==> config.mk <==
export PLATFORM = sky130hd
export DESIGN_NAME = bcd_counter_ndigit
export DESIGN_NICKNAME = d
export VERILOG_FILES = /design/src/rtl/bcd_pkg.sv /design/src/rtl/bcd_digit_cell.sv /design/src/rtl/bcd_counter_ndigit.sv
export SDC_FILE = /design/constraint.sdc
export NUM_CORES = 1
export LEC_CHECK = 0
export ABC_AREA = 1
export BUFFER_PORTS_ARGS = -buffer_cell sky130_fd_sc_hd__buf_4
export CAP_MARGIN = 20
export CORE_MARGIN = 1
export CORE_UTILIZATION = 45
export DETAILED_ROUTE_END_ITERATION = 16
export GPL_ROUTABILITY_DRIVEN = 0
export PLACE_DENSITY = 0.78
export SETUP_SLACK_MARGIN = 0.05
export SKIP_LAST_GASP = 1
export SYNTH_ARGS = -nofsm -noshare
export SYNTH_HDL_FRONTEND = slang
export SYNTH_SLANG_ARGS = --single-unit
==> constraint.sdc <==
create_clock -name CLOCK_50 -period 1.35 [get_ports CLOCK_50]
set_input_delay 0.27 -clock CLOCK_50 [delete_from_list [all_inputs] [get_ports CLOCK_50]]
set_output_delay 0.27 -clock CLOCK_50 [all_outputs]
set_load 0.01 [all_outputs]
==> src/rtl/bcd_pkg.sv <==
// Shared constants for the N-digit BCD counter: digit limits and the active-low
// 7-segment pattern table (bit 0 = segment a, bit 6 = segment g).
package bcd_pkg;

    localparam int         DIGIT_W = 4;
    localparam logic [3:0] BCD_MAX = 4'd9;
    localparam logic [3:0] BCD_MIN = 4'd0;

    localparam logic [6:0] SEG7_BLANK = 7'b1111111;

    // Active-low patterns, ordered {g,f,e,d,c,b,a}.
    localparam logic [6:0] SEG7_TABLE [10] = '{
        7'b1000000,  // 0
        7'b1111001,  // 1
        7'b0100100,  // 2
        7'b0110000,  // 3
        7'b0011001,  // 4
        7'b0010010,  // 5
        7'b0000010,  // 6
        7'b1111000,  // 7
        7'b0000000,  // 8
        7'b0010000   // 9
    };

    function automatic logic [6:0] seg7_pattern(input logic [3:0] digit);
        logic [6:0] pat;
        pat = SEG7_BLANK;
        if (digit <= BCD_MAX) begin
            pat = SEG7_TABLE[digit];
        end
        return pat;
    endfunction

    function automatic logic [3:0] bcd_sanitize(input logic [3:0] digit);
        return (digit > BCD_MAX) ? BCD_MIN : digit;
    endfunction

endpackage

==> src/rtl/bcd_digit_cell.sv <==
// One BCD digit register. i_cin is the step request rippling in from the lower digit;
// o_cout requests a step from the next digit (carry when counting up, borrow when down).
module bcd_digit_cell
    import bcd_pkg::*;
(
    input  logic               i_clk,
    input  logic               i_rst_n,
    input  logic               i_clr,
    input  logic               i_load,
    input  logic [DIGIT_W-1:0] i_load_digit,
    input  logic               i_up_dn,
    input  logic               i_cin,
    output logic [DIGIT_W-1:0] o_digit,
    output logic [DIGIT_W-1:0] o_digit_next,
    output logic               o_cout
);

    logic [DIGIT_W-1:0] r_digit;
    logic [DIGIT_W-1:0] w_next;
    logic               w_at_limit;

    assign w_at_limit = i_up_dn ? (r_digit == BCD_MAX) : (r_digit == BCD_MIN);

    always_comb begin
        w_next = r_digit;
        if (i_clr) begin
            w_next = BCD_MIN;
        end else if (i_load) begin
            w_next = bcd_sanitize(i_load_digit);
        end else if (i_cin) begin
            if (i_up_dn) begin
                w_next = w_at_limit ? BCD_MIN : r_digit + 4'd1;
            end else begin
                w_next = w_at_limit ? BCD_MAX : r_digit - 4'd1;
            end
        end
    end

    always_ff @(posedge i_clk or negedge i_rst_n) begin
        if (!i_rst_n) begin
            r_digit <= BCD_MIN;
        end else begin
            r_digit <= w_next;
        end
    end

    assign o_digit      = r_digit;
    assign o_digit_next = w_next;
    assign o_cout       = i_cin & w_at_limit;

endmodule

==> src/rtl/bcd_counter_ndigit.sv <==
// N-digit BCD up/down counter stepping on a free-running prescaler tick.
// Define SEG7_OUT_EN to add the registered active-low 7-segment output HEX.
module bcd_counter_ndigit
    import bcd_pkg::*;
#(
    parameter int NUM_DIGITS = 4,
    parameter int TICK_DIV   = 50000000
) (
    input  logic                          CLOCK_50,
    input  logic                          KEY,
    input  logic                          en,
    input  logic                          up_dn,
    input  logic                          clr,
    input  logic                          load,
    input  logic [DIGIT_W*NUM_DIGITS-1:0] load_val,
    output logic [DIGIT_W*NUM_DIGITS-1:0] count,
    output logic                          wrap,
`ifdef SEG7_OUT_EN
    output logic [7*NUM_DIGITS-1:0]       HEX,
`endif
    output logic                          tick
);

    localparam int            PW         = (TICK_DIV > 2) ? $clog2(TICK_DIV) : 1;
    localparam logic [PW-1:0] PRESC_LAST = PW'(TICK_DIV - 1);

    logic [PW-1:0]                   r_presc;
    logic                            r_tick;
    logic                            r_wrap;
    logic [NUM_DIGITS:0]             w_carry;
    logic [DIGIT_W*NUM_DIGITS-1:0]   w_count_next;

    // Prescaler runs regardless of en/clr/load so chained blocks stay phase-locked.
    always_ff @(posedge CLOCK_50 or negedge KEY) begin
        if (!KEY) begin
            r_presc <= '0;
            r_tick  <= 1'b0;
        end else begin
            r_presc <= (r_presc == PRESC_LAST) ? '0 : r_presc + PW'(1);
            r_tick  <= (r_presc == PRESC_LAST);
        end
    end

    assign w_carry[0] = r_tick & en;

    genvar gi;
    generate
        for (gi = 0; gi < NUM_DIGITS; gi++) begin : g_digit
            bcd_digit_cell u_cell (
                .i_clk        (CLOCK_50),
                .i_rst_n      (KEY),
                .i_clr        (clr),
                .i_load       (load),
                .i_load_digit (load_val[DIGIT_W*gi +: DIGIT_W]),
                .i_up_dn      (up_dn),
                .i_cin        (w_carry[gi]),
                .o_digit      (count[DIGIT_W*gi +: DIGIT_W]),
                .o_digit_next (w_count_next[DIGIT_W*gi +: DIGIT_W]),
                .o_cout       (w_carry[gi+1])
            );
        end
    endgenerate

    // Carry out of the top digit means every digit sat at its limit: wrap/borrow.
    always_ff @(posedge CLOCK_50 or negedge KEY) begin
        if (!KEY) begin
            r_wrap <= 1'b0;
        end else begin
            r_wrap <= w_carry[NUM_DIGITS] & ~clr & ~load;
        end
    end

    assign wrap = r_wrap;
    assign tick = r_tick;

`ifdef SEG7_OUT_EN
    logic [7*NUM_DIGITS-1:0] r_hex;

    always_ff @(posedge CLOCK_50 or negedge KEY) begin
        if (!KEY) begin
            r_hex <= {(7*NUM_DIGITS){1'b1}};
        end else begin
            for (int i = 0; i < NUM_DIGITS; i++) begin
                r_hex[7*i +: 7] <= seg7_pattern(w_count_next[DIGIT_W*i +: DIGIT_W]);
            end
        end
    end

    assign HEX = r_hex;
`else
    logic w_unused_next;
    assign w_unused_next = ^w_count_next;
`endif

endmodule

# After elaboration in Yosys (flattened, before gate mapping)
# Cells that the tools add are included.
totals:
  input_bits: 22
  wordCells: 75
  reg_bits: 44
  memories: 0
  mem_bits_ro: 0
  latch_bits: 0
  ramBits: 0
  output_inout_bits: 18
op_classes:
  bitwise_logic: 9
  muxes: 33
  n_lt_le_gt_ge: 4
  reduce_logical: 8
  multipliers: 0
  shifts: 0
  div_mod_pow: 0
  eq_ne: 5
  addsub: 9
ops:
  columns: ["operator", "n"]
  rows:
  - ["$mux W4", 28]
  - ["$add A26 B1 Y26 const B", 1]
  - ["$eq A26 B26 Y1 const B", 1]
  - ["$mux W26", 1]
  - ["$add A4 B1 Y4 const B", 4]
  - ["$eq A4 B4 Y1 const B", 4]
  - ["$gt A4 B4 Y1 const B", 4]
  - ["$logic_not A4 Y1", 4]
  - ["$sub A4 B1 Y4 const B", 4]
  - ["$reduce_bool A3 Y1", 4]
  - ["$and A1 B1 Y1", 7]
  - ["$mux W1", 4]
  - ["$not A1 Y1", 2]

# Logic depth before layout (Yosys ltp)
logic_depth:
  word_depth: 8
  depth_mapped: 10
  ltp_nobuf: 10

# Modules after synthesis
# Synthesis repeated with hierarchy kept, for this count alone.
hier_totals:
  cells_unflattened: 500
  area_unflattened_um2: 3316.9
by_module_without_submodules:
  columns: ["module", "cells_each", "area_each_um2", "instances", "seq_area_each_um2"]
  rows:
  - ["bcd_digit_cell", 70, 431.7, 4, 100.1]
  - ["bcd_counter_ndigit", 220, 1590.3, 1, 700.7]

# Worst setup path before layout
# No wires, ideal clock.
synth_path:
  path_type: "register to register"
  start: "register g_digit[0].u_cell.r_digit[0]"
  end: "register g_digit[2].u_cell.r_digit[2]"
  stages_incl_launch_ff: 11
  setup_slack_ns: -0.163
  arrival_time_ns: 1.385
  t_required_ns: 1.222
  synth_period_minus_slack_ns: 1.513
  path_cell_list: "dfrtp_1 -> inv_1 -> ha_1 -> nand2_1 -> nand2_1 -> nand2_1 -> nor2_2 -> nand2_1 -> nand2_1 -> nand3_1 -> o21ai_0"
synth_via:
  elab_chain_len: 5
synth_lines:
  columns: ["element", "line", "source"]
  rows:
  - ["start: declaration", "bcd_digit_cell.sv:18", "logic [DIGIT_W-1:0] r_digit;"]
  - ["start signal: assignment", "bcd_digit_cell.sv:43", "r_digit <= w_next;"]
  - ["$eq A4 B4 Y1 or $logic_not A4 Y1 (tied branches)", "bcd_digit_cell.sv:22", "assign w_at_limit = i_up_dn ? (r_digit == BCD_MAX) : (r_digit == BCD_MIN);"]
  - ["$mux W1 (*)", "bcd_digit_cell.sv:22", null]
  - ["$and A1 B1 Y1 (*) (2 in a row)", "bcd_digit_cell.sv:49", "assign o_cout = i_cin & w_at_limit;"]
  - ["$reduce_bool A3 Y1 (no line) (*)", null, null]
  - ["end signal: assignment", "bcd_digit_cell.sv:43", null]
  - ["end: declaration", "bcd_digit_cell.sv:18", null]
# Every way passes the cells marked *; elsewhere a longest branch is shown, timed or not.
# A chain may end at the register's enable or synchronous reset.

# Final worst setup path
layout_path:
  start: "register g_digit[0].u_cell.r_digit[0]"
  end: "register g_digit[3].u_cell.r_digit[0]"
layout_via:
  elab_chain_len: 6
layout_lines:
  columns: ["element", "line"]
  rows:
  - ["$eq A4 B4 Y1 or $logic_not A4 Y1 (tied branches)", "bcd_digit_cell.sv:22"]
  - ["$mux W1 (*)", "bcd_digit_cell.sv:22"]
  - ["$and A1 B1 Y1 (*) (3 in a row)", "bcd_digit_cell.sv:49"]
  - ["$reduce_bool A3 Y1 (no line) (*)", null]
  - ["end signal: assignment", "bcd_digit_cell.sv:43"]
  - ["end: declaration", "bcd_digit_cell.sv:18"]
# Marked as above.

==> results.toml <==
[global_route]
grt_use_total_pct = 26.4
grt_max_degree = 30
antenna_found_initial = 0
grt_overflow = 0
grt_pass1_wl_mm = 15.5
grt_pass1_vias = 3553

[detailed_routing]
drt_first_iter_violations = 255
drt-total-wl_mm = 10.1
first_pass_iters = 5
drtAntennaViolNets = 0
vias = 3740
wl_per_cell_um = 14.9
drc = 0
viasPerCell = 5.48

[floorplanning]
die_w_um = 85.4
start_util_pct = 46.4
fp.dieH_um = 85.4
rows = 30
coreArea_mm2 = 0.00676
die_area_mm2 = 0.00730
io_pins = 40

[final_layout]
areaGrowthSynthToFinish_pct = 56.4
nFillCells = 496
drive_gt1_share_pct = 41.7
register_area_mm2 = 0.00111
multiInputGateArea_mm2 = 0.00228
nNetsFinal = 636
fin_area_mm2 = 0.00490
fin_util_pct = 72.5
antenna_cells = 0

[clocking]
cts_tree = "done"
clk_path_buf_depth = 2
cts-root-buf = "clkbuf_8"
numClockSinks = 44
cts_buffers = 5
clk_pin_slew_ps = 90
insertion_delay_ps = 300
h-tree-depth = 2

[pwr]
powerDensity_mw_per_mm2 = 760
power_frac_clock_pct = 30.3
internal-power_mw = 2.59
ir_worst_vdd_uv = 423
switching_share_pct = 30.6
p_comb_share_pct = 31.1
switching_power_mw = 1.14
pwr-share-seq_pct = 38.5
power_leakage_nw = 2.38
power_mw = 3.72

[worst_setup_path]
path_common_cell = "nand2_4"
arrival_ps = 1720
cp_max_fo = 5
path_cells = "inv_2 -> ha_4 -> nand2_4 -> nand2_4 -> nand2_4 -> nor2_4 -> nand3_4 -> nand2_4 -> nand2_2 -> o21ai_2"
end_kind = "flop"
cp.required_ps = 1570
critPathKind = "flop to flop"
start_kind = "flop"
crit_slowest_cell = "dfrtp_2"
cpPeakStageDelay_ps = 460

[yosys]
synth_seq_area_share_pct = 35.1
synth_nets = 500
synth_cells = 465
syn_area_mm2 = 0.00313
synth_seq_cells = 44
synth_warnings = 0
synth_cell_type_count = 28
postSynthAreaPerCell_um2 = 6.74

[flow_run]
cap_violations = 0

[placed_design]
port_buffers = 39
postPlaceCellArea_mm2 = 0.00416
dp_hpwl_mm = 6.51

[sta]
rsz0062_at_grt = "true"
max_freq_mhz = 665
tightest_slew_ps = 424
hold_ws_ps = 289
final-max-slew-violation-count = 0
finalSetupViolations = 40
setup_slack_ps = -153
slew_headroom_pct = 71.7
hold_viol = 0
timing.final.crit_share_pct = 111
fin_crit_ps = 1500
fin_skew_ps = 12.4

[status]
violations = "negative setup slack"
status = "finished with violations"

[hold_path]
hold_path_class = "primary input to flop"
==> synth_stat cells <==
master	number	area [µm²]
o22ai_1	1	6.26
clkbuf_1	2	7.51
inv_2	1	3.75
xor2_1	15	131
xnor2_1	2	17.5
nand2_2	1	6.26
nor3_1	10	50.1
dfrtp_1	44	1100
nor2_2	3	18.8
o21ai_1	1	5.00
a21oi_1	17	85.1
nand3_1	52	260
a31oi_1	2	12.5
inv_1	53	199
nor2_1	59	221
nand2_1	132	495
o31ai_1	2	15.0
nor3_2	2	20.0
ha_1	13	163
nor3_4	1	16.3
buf_2	4	20.0
nand3b_1	2	15.0
clkinv_1	1	3.75
nand4_1	17	106
nand3_2	2	20.0
and3_1	1	6.26
o21ai_0	24	120
or2_2	1	6.26
==> critical path: cells and delay by family (launching register included) <==
kind	cells	cell delay, ps
compound gates	1	70
fa+ha+maj	1	150
buf+inv	1	90
flops	1	460
simple gates	7	640
==> per-stage QoR <==
step | TNS, ps | std cells | worst slack (ps)
CTS | -1590 | 672 | -141
floorplan | -1250 | 465 | -118
global route | -6110 | 682 | -218
finish | -2700 | 682 | -153
detailed placement | -2730 | 651 | -167
global placement | -1510 | 651 | -117
==> placed cells by master, fill, tap and decap left out, drive strengths merged <==
cell type    instances
a21oi               17
a31oi                2
and3                 1
buf                133
bufinv               1
clkbuf               7
clkinv               1
dfrtp               44
dlygate4sd3          1
ha                  13
inv                 54
nand2              133
nand3               54
nand3b               2
nand4               17
nor2                63
nor3                13
o21ai               25
o22ai                1
o31ai                2
or2                  1
xnor2                2
xor2                15
==> repair_timing <==
action	CTS	global route
hold buffers	1	0
gates resized for setup	66	60
pin swaps	32	34
cloned	1	0
endpoints found under the hold margin	28	0
setup buffers	12	11
setup endpoints to repair	41	49
==> power groups by stage <==
stage | clock network (mW) | registers, mW | logic, mW
after CTS | 1.15 | 1.43 | 1.05
after detailed placement | 0 | 1.45 | 0.967
after global placement | 0 | 1.45 | 0.939
after global routing | 1.20 | 1.44 | 1.27
final | 1.13 | 1.44 | 1.16
after floorplan | 0 | 1.49 | 0.457
==> per-layer routing <==
metal / track usage (%) / routed length [µm]
met2: 49.2 / 5370
met3: 3.60 / 556
met5: 0 / 0
met4: 9.85 / 275
met1: 30.5 / 3930
==> path summary, 6_finish.rpt <==
kind,from,endpoint,slack [ps],cells past startpoint
setup / recovery,g_digit[0].u_cell.o_digit[0],g_digit[3].u_cell.o_digit[0],-150,10
hold / removal,load_val[9],g_digit[2].u_cell.o_digit[3],290,4
setup reg to reg,g_digit[0].u_cell.o_digit[0],g_digit[3].u_cell.o_digit[0],-150,10
hold reg to reg,r_presc[23],r_presc[23],530,3
max in group asynchronous,KEY,r_presc[18],480,3
min in group asynchronous,KEY,r_presc[14],440,2
==> cells by family after synthesis <==
kind of cell,count (synthesis),share of synthesized area (%)
simple gates,283,39.7
flops,44,35.1
compound gates,47,7.79
fa+ha+maj,13,5.19
xor+xnor,17,4.75
buf+inv,61,7.47
==> state kept, by name (all words and copies together) (netlist names) <==
name and count:
wrap 1, r_presc 26, tick 1, g_digit.u_cell.o_digit 16
==> area by class of cell <==
class | count | area share (%)
well taps | 80 | 2.04
multi-input cells | 361 | 46.5
repair buffers | 134 | 21.8
inverters | 55 | 4.37
flip-flops and latches | 44 | 22.7
clock inverters | 1 | 0.613
clock buffers | 7 | 1.97
Note: power is estimated with default switching activity, not from simulation.
